`src/rtl/mem_arbiter.sv`:
```
// Two-port (CPU/DMA) memory arbiter with bus lock, HOLD timeout and registered read data.
// Define ARB_ROUND_ROBIN_EN for alternating tie-break; otherwise port 0 always wins ties.
module mem_arbiter #(
   parameter int M = 16,
   parameter int N = 32
) (
   input  logic           clk,
   input  logic           rst,
   input  logic [1:0]     req,
   input  logic [1:0]     lock,
   input  logic [1:0]     we,
   input  logic [2*N-1:0] addr,
   input  logic [2*M-1:0] wdata,
   output logic [1:0]     gnt,
   output logic [1:0]     ack,
   output logic [M-1:0]   rdata,
   output logic [N-1:0]   memAddr,
   input  logic [M-1:0]   memRead,
   output logic [M-1:0]   memWrite,
   output logic           memWE
);

   typedef enum logic [2:0] {IDLE, ACC0, ACC1, HOLD0, HOLD1} state_t;

   state_t     state, stateNext;
   logic [3:0] holdCnt;
   logic       holdTimeout;
   logic       tieWinner;

`ifdef ARB_ROUND_ROBIN_EN
   logic lastServed;

   always_ff @(posedge clk or negedge rst) begin
      if (!rst)                  lastServed <= 1'b1;
      else if (stateNext == ACC0) lastServed <= 1'b0;
      else if (stateNext == ACC1) lastServed <= 1'b1;
   end

   assign tieWinner = ~lastServed;
`else
   assign tieWinner = 1'b0;
`endif

   // holdCnt counts completed HOLD cycles; leave on the 15th
   assign holdTimeout = (holdCnt == 4'd14);

   always_ff @(posedge clk or negedge rst) begin
      if (!rst) begin
         state   <= IDLE;
         holdCnt <= '0;
         ack     <= '0;
         rdata   <= '0;
      end else begin
         state <= stateNext;
         ack   <= '0;
         if (state == HOLD0 || state == HOLD1) holdCnt <= holdCnt + 4'd1;
         else                                  holdCnt <= '0;
         if (state == ACC0) begin
            ack[0] <= 1'b1;
            if (!we[0]) rdata <= memRead;
         end else if (state == ACC1) begin
            ack[1] <= 1'b1;
            if (!we[1]) rdata <= memRead;
         end
      end
   end

   always_comb begin
      stateNext = state;
      case (state)
         IDLE: begin
            if (req == 2'b11)  stateNext = tieWinner ? ACC1 : ACC0;
            else if (req[0])   stateNext = ACC0;
            else if (req[1])   stateNext = ACC1;
         end
         ACC0:  stateNext = lock[0] ? HOLD0 : IDLE;
         ACC1:  stateNext = lock[1] ? HOLD1 : IDLE;
         HOLD0: begin
            if (req[0])                       stateNext = ACC0;
            else if (!lock[0] || holdTimeout) stateNext = IDLE;
         end
         HOLD1: begin
            if (req[1])                       stateNext = ACC1;
            else if (!lock[1] || holdTimeout) stateNext = IDLE;
         end
         default: stateNext = IDLE;
      endcase
   end

   always_comb begin
      memAddr  = '0;
      memWrite = '0;
      memWE    = 1'b0;
      gnt[0]   = (state == ACC0) || (state == HOLD0);
      gnt[1]   = (state == ACC1) || (state == HOLD1);
      if (state == ACC0) begin
         memAddr  = addr[0 +: N];
         memWrite = wdata[0 +: M];
         memWE    = we[0];
      end else if (state == ACC1) begin
         memAddr  = addr[N +: N];
         memWrite = wdata[M +: M];
         memWE    = we[1];
      end
   end

endmodule

```
`config.mk`:
```
export PLATFORM = sky130hd
export DESIGN_NAME = mem_arbiter
export DESIGN_NICKNAME = d
export VERILOG_FILES = /design/src/rtl/mem_arbiter.sv
export SDC_FILE = /design/constraint.sdc
export NUM_CORES = 1
export LEC_CHECK = 0
export BUFFER_PORTS_ARGS = -buffer_cell sky130_fd_sc_hd__buf_4
export CAP_MARGIN = 20
export CORE_AREA = 2 2 73 75
export DETAILED_ROUTE_END_ITERATION = 8
export DIE_AREA = 0 0 75 77
export GPL_TIMING_DRIVEN = 1
export MAX_ROUTING_LAYER = met4
export PLACE_DENSITY = 0.77
export SLEW_MARGIN = 20
export SYNTH_ARGS = -nofsm -noshare
export SYNTH_HDL_FRONTEND = slang
export SYNTH_SLANG_ARGS = --single-unit
```
`constraint.sdc`:
```
create_clock -name clk -period 1.8 [get_ports clk]
set_input_delay 0.09 -clock clk [delete_from_list [all_inputs] [get_ports clk]]
set_output_delay 0.09 -clock clk [all_outputs]
set_load 0.02 [all_outputs]
```
-- Yosys cells after proc, flatten, opt, wreduce, memory -nomap -nowiden
Index checks and enable logic that the tools add are counted.
- output and inout port bits: 69
- logic and storage cells: 51
- bits in registers: 25
- input port bits: 120
- eq/ne operators: 11
- $add $sub $neg: 1
- reductions and logical operators: 11
- multiplexer cells: 24
- operators with widths (kind ; number):
    2-to-1 mux 16 bit ; 6
    2-to-1 mux 32 bit ; 2
    2-to-1 mux 3 bit ; 8
    case mux 3 bit (5 select lines) ; 1
    == test 3 x 2 -> 1 bit, second input constant ; 2
    != test 3 bit, second input constant ; 2
    AND reduction 3 bit ; 2
    logical OR 1 bit ; 5
    2-to-1 mux 1 bit ; 5
    adder 4 x 1 -> 4 bit, second input constant ; 1
    == test 4 bit, second input constant ; 1
    2-to-1 mux 4 bit ; 1
    != test 4 bit, second input constant ; 1
    == test 3 x 1 -> 1 bit, second input constant ; 1
    == test 3 bit, second input constant ; 1
    logical NOT 3 bit ; 1
    == test 2 bit, second input constant ; 1
    logical NOT 1 bit ; 2
    2-to-1 mux 2 bit ; 1
    != test 2 x 1 -> 1 bit, second input constant ; 1
    != test 2 bit, second input constant ; 1
    nonzero test 2 bit ; 1

-- Longest topological paths before layout
Gate-level depths: netlist of the first run.
- word-level depth: 5
- gate-level depth with buffers: 6
- depth with buffers taken out: 5

-- Worst setup path after synthesis of the first run
OpenSTA, ideal clock, no wires.
- kind: register to register
- start point: register state[1]
- end point: register rdata[0]
- data arrival time: 1.365 ns
- clock period less this slack: 1.490 ns
- path buffers: 2
- data required time: 1.675 ns
- cell stages (with the launch flop): 6
- setup slack: 0.310 ns
- setup time: 0.125 ns
- path through: dfrtp_1 buf_6 nor4b_4 a31oi_4 buf_6 mux2_4
- longest elaborated chain between the ends: 3
- elaborated cells on any way between the ends: 7
- those cells by class: eq/ne (4); mux (1); reduce/logical (2)
- RTL lines (what ; RTL line ; RTL):
    from (decl) ; 25 ; state_t state, stateNext;
    from (signal assigned) ; 54 ; state <= stateNext;
    == test 3 x 1 -> 1 bit / == test 3 x 2 -> 1 bit (equally long branches) ; 58, 61 ;
    != test 2 x 1 -> 1 bit (no source line), or another cell as far along ; -- ;
    AND reduction 3 bit (no source line) ; -- ;
    to (signal assigned) ; 60 ; if (!we[0]) rdata <= memRead;
    to (signal assigned) ; 63 ; if (!we[1]) rdata <= memRead;
    to (decl) ; 16 ; output logic [M-1:0] rdata,
Several ways; a longest one is shown, not always the timed one.
A chain may end at the register's enable or synchronous reset.

-- Final worst setup path of the first run
- start point: register state[2]
- end point: output memWE
- longest elaborated chain between the ends: 3
- elaborated cells on any way between the ends: 4
- those cells by class: eq/ne (2); mux (2)
- RTL lines (what ; RTL line ; RTL):
    == test 3 x 2 -> 1 bit ; 100 ; end else if (state == ACC1) begin
    2-to-1 mux 1 bit ; 100 ;
    2-to-1 mux 1 bit (*) ; 96 ; if (state == ACC0) begin
    to (decl) ; 20 ; output logic memWE
Every way passes the cells marked *; elsewhere a longest branch is shown, timed or not.

==> results of run 1 <==
per-layer routing:
| metal | routed length, um | GRT usage (%) | vias up |
|---|---|---|---|
| met3 | 532 | 4.731 | 17 |
| met2 | 3553 | 35.96 | 85 |
| met4 | 156 | 7.500 | 0 |
| met5 | 0 | - | - |
| li1 | - | - | 933 |
| met1 | 2472 | 21.68 | 909 |
worst paths after layout:
check / from / end / slack (ps) / depth (start not counted)
min reg2reg: holdCnt[0] / holdCnt[0] / 490 / 1
min: req[0] / state[1] / 20 / 2
max in group asynchronous: rst / state[0] / 1290 / 2
max: state[2] / memWE / 40 / 7
max reg2reg: state[2] / rdata[3] / 250 / 5
min in group asynchronous: rst / rdata[13] / 250 / 2
through the flow:
stage / TNS (ps) / utilization, % / setup slack (ps) / instance area (um2) / hold slack, ps
floorplan: 0 / - / 309.6 / 1610 / -205.6
global placement: 0 / 62.80 / 255.8 / 3126 / 12.04
detailed placement: 0 / 62.80 / 216.1 / 3126 / 10.66
CTS: -6.604 / 64.03 / -6.604 / 3187 / 1.285
global route: -720.6 / 67.12 / -37.30 / 3341 / 12.77
finish: 0 / 67.12 / 39.00 / 3341 / 16.85
worst max-delay path, stage by stage (launching register included):
cell     delay, ps
dfrtp_2        440
buf_6          140
nor3_4         210
buf_12         150
buf_4          100
buf_4          100
a22o_1         140
buf_6          120
logic make-up after synthesis:
| kind of cell | share of synthesized area, % |
|---|---|
| and+or+nand+nor | 7.770 |
| buffers and inverters | 5.982 |
| xor gates and xnor gates | 1.632 |
| DFF | 38.85 |
| adders and majority gates | 1.554 |
| AOI/OAI and AO/OA | 30.07 |
| muxes | 14.14 |
timing repair:
item	in CTS	in global routing
setup endpoints to repair	49	49
pin swaps	0	6
resized for setup	2	6
hold endpoints to repair	25	0
setup buffers	0	8
gates cloned	0	3
hold buffers	1	0
power breakdown:
part           switching (mW)  internal (mW)  total, mW
clock                   0.177          0.157      0.335
sequential              0.149          0.816      0.964
combinational            2.28           2.39       4.67
total                    2.60           3.36       5.96
cell type report:
cell class | count | area [um2]
Clock buffer | 3 | 41.29
Clock inverter | 1 | 7.507
Sequential cell | 25 | 628.1
Tap cell | 70 | 87.58
Multi-Input combinational cell | 97 | 897.1
Inverter | 2 | 7.507
Timing Repair Buffer | 208 | 1672
Fill cell | 430 | 1637
Yosys cell counts, types with 2 or more instances:
library cell and number:
nor3b_1 2, mux2_2 6, buf_2 11, nand3_1 3
buf_6 2, xnor2_1 2, a22o_1 49, nor2_1 7
mux2_4 10, dfrtp_1 25, ha_1 2, nor2b_1 2
sequential cells by signal (all words and copies together), names as in the netlist:
signal and count:
ack 2, holdCnt 4, rdata 16, state 3
==> metrics.csv, run 1 <==
stage;metric;value;unit
yosys;asr flop ratio synth;100.0;%
timing;unrepaired setup endpoints after global routing;true;
power_and_ir_drop;Design Power;5.965;mW
setup_path;Worst Path Required;1710;ps
layout;most frequent cells in the layout;buf_4 (195), a22o_1 (49), dfrtp_1 (23);
power_and_ir_drop;leakage power;1.763;nW
min_path;worst hold path type;primary input to flop;
setup_path;Setup CP Type;flop to output port;
timing;Setup Viol. Count Final;0;
setup_path;Max Fanout on Critical Path;6;
global_route;first-pass GRT wire length;8.825;mm
place;buffers added on ports;188;
setup_path;crit path DAT;1670;ps
timing;fin crit period;1761;ps
global_route;number of global-route vias before repair;1836;
die;starting density of the core;32.35;%
setup_path;Critical Path Source Type;flop;
timing;Fin. Hold Viols;0;
die;IO Pins;189;
layout;Area Growth Syn to Fin;107.5;%
global_route;initial antenna violation count;0;
yosys;Synth area leaders;dfrtp_1 (39%), a22o_1 (27%), mux2_4 (9.3%);
layout;ant diodes;0;
die;die width;75;um
yosys;Synth Flop Type;dfrtp_1;
layout;Post-Layout Cell Count;406;
power_and_ir_drop;power per standard cell area;1786;mW/mm2
layout;layout cells sized above 1;69.64;%
clock_tree;H-tree levels;1;
detailed_routing;WL/cell;16.54;um
clock_tree;worst-skew pair later-pin latency;270;ps
yosys;Synth Net Count;261;
yosys;Mapped Cells;139;
yosys;number of flops mapped to enable cells by yosys;0;
yosys;Mean Syn Cell Area;11.58;um2
detailed_routing;drt via density;4.788;
clock_tree;clock tree buffer depth;2;
global_route;Remaining Overflow, GRT;0;
die;Die ar.;0.005775;mm2
detailed_routing;initial drt markers;25;
power_and_ir_drop;VDD IR-drop max;873.7;uV
detailed_routing;First-pass DRT Iterations;4;
place;dpl cells;390;
outcome;status;complete, no violations;
yosys;Synth Register Bits;25;
layout;commonest non-fill, non-tap cell in the layout;buf_4;
detailed_routing;final wirelength;6.714;mm
die;row count;26;
global_route;pin count of the biggest net entering global routing;49;
yosys;post-synth cell types;30;
detailed_routing;DRC Markers;0;
detailed_routing;post-route ant nets;0;
detailed_routing;total number of vias;1944;
clock_tree;clock sinks;25;
job;max-cap violations;0;
yosys;area share of the largest cell type after synthesis;38.85;%
timing;final period utilization;97.83;%
yosys;area leader, netlist;dfrtp_1;
clock_tree;clock root cell;clkbuf_8;
die;core area;0.004977;mm2
yosys;Yosys warnings;0;
timing;clock skew;2.888;ps
die;die height;77;um
clock_tree;CTS tree;built;
yosys;Synth Cell Area;0.001610;mm2
timing;Worst-Margin Slew;315.9;ps
timing;max_slew headroom;78.94;%
clock_tree;Num CTS Buffers;3;
clock_tree;clock transition at the registers of the reported paths;80;ps
setup_path;CP endpoint kind;output port;
timing;max-slew violations;0;
timing;fmax;567.9;MHz
yosys;sequential element share of the synthesized area;38.85;%
global_route;GRT Total Usage;20.44;%
place;RePlAce Congestion;0.7687;
layout;Layout Nets;459;
Power figures use the tool's default switching activity.
==> run 2, diff against run 1 <==
--- a/config.mk
+++ b/config.mk
@@ -7,12 +7,11 @@
 export LEC_CHECK = 0
 export BUFFER_PORTS_ARGS = -buffer_cell sky130_fd_sc_hd__buf_4
 export CAP_MARGIN = 20
-export CORE_AREA = 2 2 73 75
+export CORE_UTILIZATION = 30
 export DETAILED_ROUTE_END_ITERATION = 8
-export DIE_AREA = 0 0 75 77
 export GPL_TIMING_DRIVEN = 1
 export MAX_ROUTING_LAYER = met4
-export PLACE_DENSITY = 0.77
+export PLACE_DENSITY = 0.75
 export SLEW_MARGIN = 20
 export SYNTH_ARGS = -nofsm -noshare
 export SYNTH_HDL_FRONTEND = slang
==> constraint.sdc (replaced) <==
create_clock -name clk -period 1.6 [get_ports clk]
set_input_delay 0.08 -clock clk [delete_from_list [all_inputs] [get_ports clk]]
set_output_delay 0.08 -clock clk [all_outputs]
set_load 0.02 [all_outputs]
==> metrics.csv, run 2 (synthesis gave the netlist of run 1 again) <==
stage;metric;value;unit;change
timing;Fin. Hold Viols;0;;unchanged
clock_tree;clock tree buffer depth;2;;unchanged
detailed_routing;total number of vias;2026;;+4.2%
setup_path;CP endpoint kind;output port;;
timing;max-slew violations;0;;unchanged
place;dpl cells;391;;+0.26%
power_and_ir_drop;Design Power;7.472;mW;+25%
setup_path;reg2reg end;rdata[1];;
place;buffers added on ports;188;;unchanged
die;Die ar.;0.005665;mm2;-1.9%
power_and_ir_drop;VDD IR-drop max;1006;uV;+15%
clock_tree;clock root cell;clkbuf_8;;
timing;Setup Viol. Count Final;46;;+46
setup_path;crit path DAT;1580;ps;-90 ps
setup_path;R2R cell count;5;;unchanged
setup_path;Critical Path Start;state[1];;
setup_path;Critical Path Source Type;flop;;
die;die width;75.27;um;+0.35%
detailed_routing;WL/cell;18.87;um;+14%
clock_tree;Num CTS Buffers;3;;unchanged
layout;post-layout instance area;0.003582;mm2;+7.2%
timing;fmax;601.9;MHz;
clock_tree;CTS tree;built;;
layout;multi-input logic area;928.4;um2;+3.5%
global_route;GRT Total Usage;25.76;%;+5.3 points
min_path;worst hold path type;primary input to flop;;
setup_path;slowest stage delay, CP;420;ps;-20 ps
clock_tree;clock transition at the registers of the reported paths;80;ps;about the same
outcome;failing checks;setup timing;;
detailed_routing;DRC Markers;0;;unchanged
global_route;number of global-route vias before repair;1992;;+8.5%
clock_tree;H-tree levels;1;;unchanged
power_and_ir_drop;leakage power;1.857;nW;+5.3%
layout;number of fill cells in the layout;435;;+1.2%
clock_tree;clock sinks;25;;unchanged
setup_path;worst path bufs/invs;2;;-3
global_route;initial antenna violation count;0;;unchanged
timing;max_slew headroom;78.77;%;-0.17 points
layout;register area;626.9;um2;-0.20%
outcome;status;finished with violations;;
die;IO Pins;189;;unchanged
layout;Largest regs;rdata x16, holdCnt x4, state x3;;
timing;setup ws final;-61.34;ps;-100.3 ps
die;core area;0.005140;mm2;+3.3%
setup_path;Worst Path Required;1520;ps;-190 ps
setup_path;R2R Setup Slk;30;ps;-220 ps
detailed_routing;First-pass DRT Iterations;4;;unchanged
power_and_ir_drop;power per standard cell area;2086;mW/mm2;+17%
global_route;pin count of the biggest net entering global routing;27;;-45%
die;starting density of the core;31.33;%;-1.0 points
setup_path;critical-path cell list;nor2b_2, and2_4, buf_12, a22o_4, buf_4;;
layout;ant diodes;0;;unchanged
timing;fin crit period;1661;ps;
layout;Layout Nets;464;;+1.1%
die;die height;75.27;um;-2.3%
timing;unrepaired setup endpoints after global routing;true;;
setup_path;r2r startpoint;state[2];;
timing;Worst-Margin Slew;318.4;ps;+2.497 ps
timing;final period utilization;103.8;%;
global_route;Remaining Overflow, GRT;0;;unchanged
min_path;WHS Path Cells;2;;unchanged
global_route;first-pass GRT wire length;10.17;mm;+15%
setup_path;Crit path depth;5;;-2
layout;commonest non-fill, non-tap cell in the layout;buf_4;;
layout;number of flip-flops in the largest register;16;;unchanged
job;max-cap violations;0;;unchanged
detailed_routing;drt via density;4.929;;+3.0%
place;HPWL after DPL;5.637;mm;
setup_path;Critical Path End;memWrite[7];;
die;row count;26;;unchanged
layout;Area Growth Syn to Fin;122.5;%;
layout;largest reg by FF count;rdata;;
place;RePlAce Congestion;0.9433;;+23%
setup_path;Setup CP Type;flop to output port;;
setup_path;slowest CP cell;dfrtp_1;;
detailed_routing;final wirelength;7.755;mm;+16%
detailed_routing;post-route ant nets;0;;unchanged
detailed_routing;initial drt markers;60;;+140%
clock_tree;worst-skew pair later-pin latency;260;ps;about the same
setup_path;Max Fanout on Critical Path;26;;+20
layout;most frequent cells in the layout;buf_4 (159), a22o_1 (46), buf_6 (45);;
timing;Final TNS setup;-1235;ps;-1235 ps
setup_path;CP top delay family;flip-flops;;
timing;clock skew;1.948;ps;-0.9405 ps
place;placed cell area;0.003133;mm2;+0.24%
layout;Post-Layout Cell Count;411;;+1.2%
layout;layout cells sized above 1;71.26;%;+1.6 points
run 2: cell count changes in the layout (fill, tap and decap cells not counted), sizes merged:
| cell | change |
|---|---|
| buf | +4 |
| clkbuf | +1 |
| clkinvlp | -1 |
| clkinv | +1 |
run 2: metal layers:
metal / vias up / global-route usage [%] / part of all wire (%)
met4: 0 / 6.173 / 2.0
met3: 10 / 6.560 / 5.8
li1: 949 / - / -
met5: - / - / 0
met2: 84 / 44.94 / 55
met1: 983 / 29.63 / 37
run 2: area by class of cell:
cell class,instances,area share [%]
repair buffers,213,52.64
multi-input cells,97,25.92
flip-flops and latches,25,17.50
well taps,70,2.445
clock buffers,3,1.153
inverters,2,0.2096
clock inverters,1,0.1397
run 2: power by group:
part           leakage [nW]  switching (mW)  internal, mW
registers             0.305           0.195         0.916
clock network        0.0255           0.190         0.174
logic                  1.53            2.79          3.21
run 2: worst min path at each step:
stage	endpoint	slack, ps	start
2_1_floorplan	ack[0]	-220	rst
5_1_grt	state[1]	20	req[0]
6_report	state[1]	30	req[0]
3_5_place_dp	rdata[14]	1	rst
4_1_cts	state[1]	20	req[0]
3_3_place_gp	rdata[11]	-4	rst
run 2: timing repair:
item	CTS	global route
endpoints found under the hold margin	25	0
setup buffers	10	1
cloned	3	4
gates resized for setup	31	23
endpoints found under the setup margin	49	51
pin swaps	14	33
hold buffers	1	0
run 2: stage by stage:
step	util [%]	setup WS (ps)	hold slack (ps)
after CTS	67.82	-127.2	18.52
after global routing	69.69	-139.7	16.57
after floorplan	-	109.6	-215.6
after detailed placement	60.95	70.63	1.285
final	69.69	-61.34	27.03
after global placement	60.95	78.44	-3.848
==> run 3, diff against run 2 <==
==> constraint.sdc (replaced) <==
create_clock -name clk -period 1.6 [get_ports clk]
set_input_delay 0.24 -clock clk [delete_from_list [all_inputs] [get_ports clk]]
set_output_delay 0.24 -clock clk [all_outputs]
set_load 0.02 [all_outputs]
==> metrics.csv, run 3 (synthesis gave the netlist of run 1 again) <==
stage;metric;value;unit;change
layout;largest reg by FF count;rdata;;
timing;clock skew;9.440;ps;+7.492 ps
clock_tree;clock root cell;clkbuf_8;;
place;dpl cells;389;;-0.51%
power_and_ir_drop;share of power burned in the clock network;4.8;%;about the same
timing;final period utilization;120.6;%;+17 points
timing;Fin. Hold Viols;0;;unchanged
timing;unrepaired setup endpoints after global routing;true;;
power_and_ir_drop;leakage power;1.943;nW;+4.6%
layout;layout cells sized above 1;72.65;%;+1.4 points
outcome;status;finished with violations;;
timing;fin crit period;1929;ps;+268.0 ps
power_and_ir_drop;sequential group share of total power;13.9;%;-1.0 points
timing;max_slew headroom;68.89;%;-9.9 points
layout;number of flip-flops in the largest register;16;;unchanged
detailed_routing;First-pass DRT Iterations;4;;unchanged
global_route;pin count of the biggest net entering global routing;26;;-3.7%
global_route;Remaining Overflow, GRT;0;;unchanged
die;core area;0.005140;mm2;unchanged
global_route;number of global-route vias before repair;2002;;+0.50%
outcome;failing checks;setup timing;;
layout;ant diodes;0;;unchanged
clock_tree;worst-skew pair later-pin latency;280;ps;+20 ps
detailed_routing;drt via density;5.031;;+2.1%
detailed_routing;DRC Markers;0;;unchanged
clock_tree;CTS tree;built;;
place;buffers added on ports;188;;unchanged
global_route;initial antenna violation count;0;;unchanged
setup_path;Critical Path Source Type;flop;;
place;dpl ws;-183.5;ps;-254.2 ps
layout;most frequent cells in the layout;buf_4 (154), buf_6 (54), a22o_1 (47);;
timing;Setup Viol. Count Final;66;;+43%
setup_path;Worst Path Required;1360;ps;-160 ps
layout;Post-Layout Cell Count;421;;+2.4%
setup_path;CP endpoint kind;output port;;
power_and_ir_drop;VDD IR-drop max;1103;uV;+9.6%
layout;register area;628.1;um2;+0.20%
layout;final core occ;73.90;%;+4.2 points
die;die height;75.27;um;unchanged
timing;fmax;518.3;MHz;-14%
setup_path;slowest stage delay, CP;410;ps;about the same
global_route;first-pass GRT wire length;10.68;mm;+5.0%
min_path;worst hold path type;primary input to flop;;
setup_path;Setup CP Type;flop to output port;;
layout;Area Growth Syn to Fin;135.9;%;
clock_tree;Num CTS Buffers;3;;unchanged
power_and_ir_drop;Sw Ratio;42.31;%;-0.16 points
clock_tree;H-tree levels;1;;unchanged
timing;max-slew violations;0;;unchanged
detailed_routing;post-route ant nets;0;;unchanged
setup_path;slowest CP cell;dfrtp_1;;
setup_path;Max Fanout on Critical Path;5;;-81%
die;row count;26;;unchanged
power_and_ir_drop;Net Switching;3.398;mW;+7.1%
detailed_routing;total number of vias;2118;;+4.5%
layout;multi-input logic area;972.2;um2;+4.7%
power_and_ir_drop;combinational power share;81.3;%;+1.0 points
layout;Largest regs;rdata x16, holdCnt x4, state x3;;
die;die width;75.27;um;unchanged
job;max-cap violations;0;;unchanged
layout;Layout Nets;474;;+2.2%
power_and_ir_drop;power per standard cell area;2114;mW/mm2;+1.4%
setup_path;worst path bufs/invs;3;;+1
die;Die ar.;0.005665;mm2;unchanged
global_route;GRT Total Usage;27.21;%;+1.5 points
timing;setup ws final;-329.3;ps;-268.0 ps
die;IO Pins;189;;unchanged
setup_path;critical-path cell list;buf_4, nor2b_4, and2_4, clkbuf_16, a22o_4, buf_6;;
setup_path;CP top delay family;buffers and inverters;;
setup_path;crit path DAT;1690;ps;+110 ps
detailed_routing;final wirelength;8.410;mm;+8.4%
layout;number of fill cells in the layout;408;;-6.2%
detailed_routing;WL/cell;19.98;um;+5.9%
place;HPWL after DPL;5.478;mm;-2.8%
timing;Worst-Margin Slew;466.6;ps;+148.2 ps
die;starting density of the core;31.33;%;unchanged
clock_tree;clock tree buffer depth;2;;unchanged
power_and_ir_drop;Internal Pwr Total;4.634;mW;+7.8%
layout;commonest non-fill, non-tap cell in the layout;buf_4;;
clock_tree;clock transition at the registers of the reported paths;80;ps;about the same
detailed_routing;initial drt markers;32;;-47%
place;RePlAce Congestion;0.8311;;-12%
clock_tree;clock sinks;25;;unchanged
## run 3: worst reg2reg max path, stage by stage, from the launching register on
cell     delay (ps)
dfrtp_2         430
buf_6           130
buf_4           160
nor4b_4         270
buf_4           180
a31oi_4          90
mux2_4          350
## run 3: power by group through the flow
| stage | clock [mW] | sequential, mW | combinational (mW) |
|---|---|---|---|
| global route | 0.414 | 1.14 | 6.81 |
| floorplan | 0 | 1.34 | 2.58 |
| detailed placement | 0 | 1.10 | 4.79 |
| global placement | 0 | 1.10 | 4.76 |
| CTS | 0.398 | 1.09 | 6.16 |
| finish | 0.385 | 1.11 | 6.53 |
## run 3: path summary, 6_finish.rpt
kind,cells after the start,start,endpoint,slack (ps)
worst max-delay path,6,state[1],memWrite[8],-330
worst min-delay path,2,req[0],state[1],160
worst max register to register,6,state[2],rdata[10],-120
worst min register to register,1,holdCnt[0],holdCnt[0],500
max in group asynchronous,2,rst,state[0],930
min in group asynchronous,2,rst,rdata[8],400
## run 3: per-stage QoR
step	hold WS (ps)	power (mW)	instance area [um2]	setup TNS, ps
2_1_floorplan	-55.59	3.925	1610	0
3_3_place_gp	158.9	5.854	3118	-2215
3_5_place_dp	160.8	5.887	3118	-3399
4_1_cts	158.6	7.648	3650	-15630
5_1_grt	175.9	8.373	3799	-19830
6_report	163.6	8.032	3799	-16270
## run 3: layout make-up
type	count	share of cell area, %
multi-input cells	99	25.59
clock buffers	3	1.087
flip-flops and latches	25	16.53
repair buffers	221	54.08
well taps	70	2.306
clock inverters	1	0.1976
inverters	2	0.1976
## run 3: timing repair
item	4_1_cts	5_1_grt
resized for setup	62	13
cloned	6	5
hold endpoints to repair	25	0
pin swaps	20	6
hold buffers	1	0
setup buffers	12	7
setup endpoints to repair	65	67
## run 3: metal layers
| layer | share of wire, % | global-route usage [%] | vias to the layer above |
|---|---|---|---|
| met4 | 1.8 | 6.173 | 0 |
| met2 | 54 | 48.05 | 93 |
| li1 | - | - | 975 |
| met3 | 4.5 | 4.284 | 12 |
| met1 | 40 | 32.62 | 1038 |
| met5 | 0 | - | - |
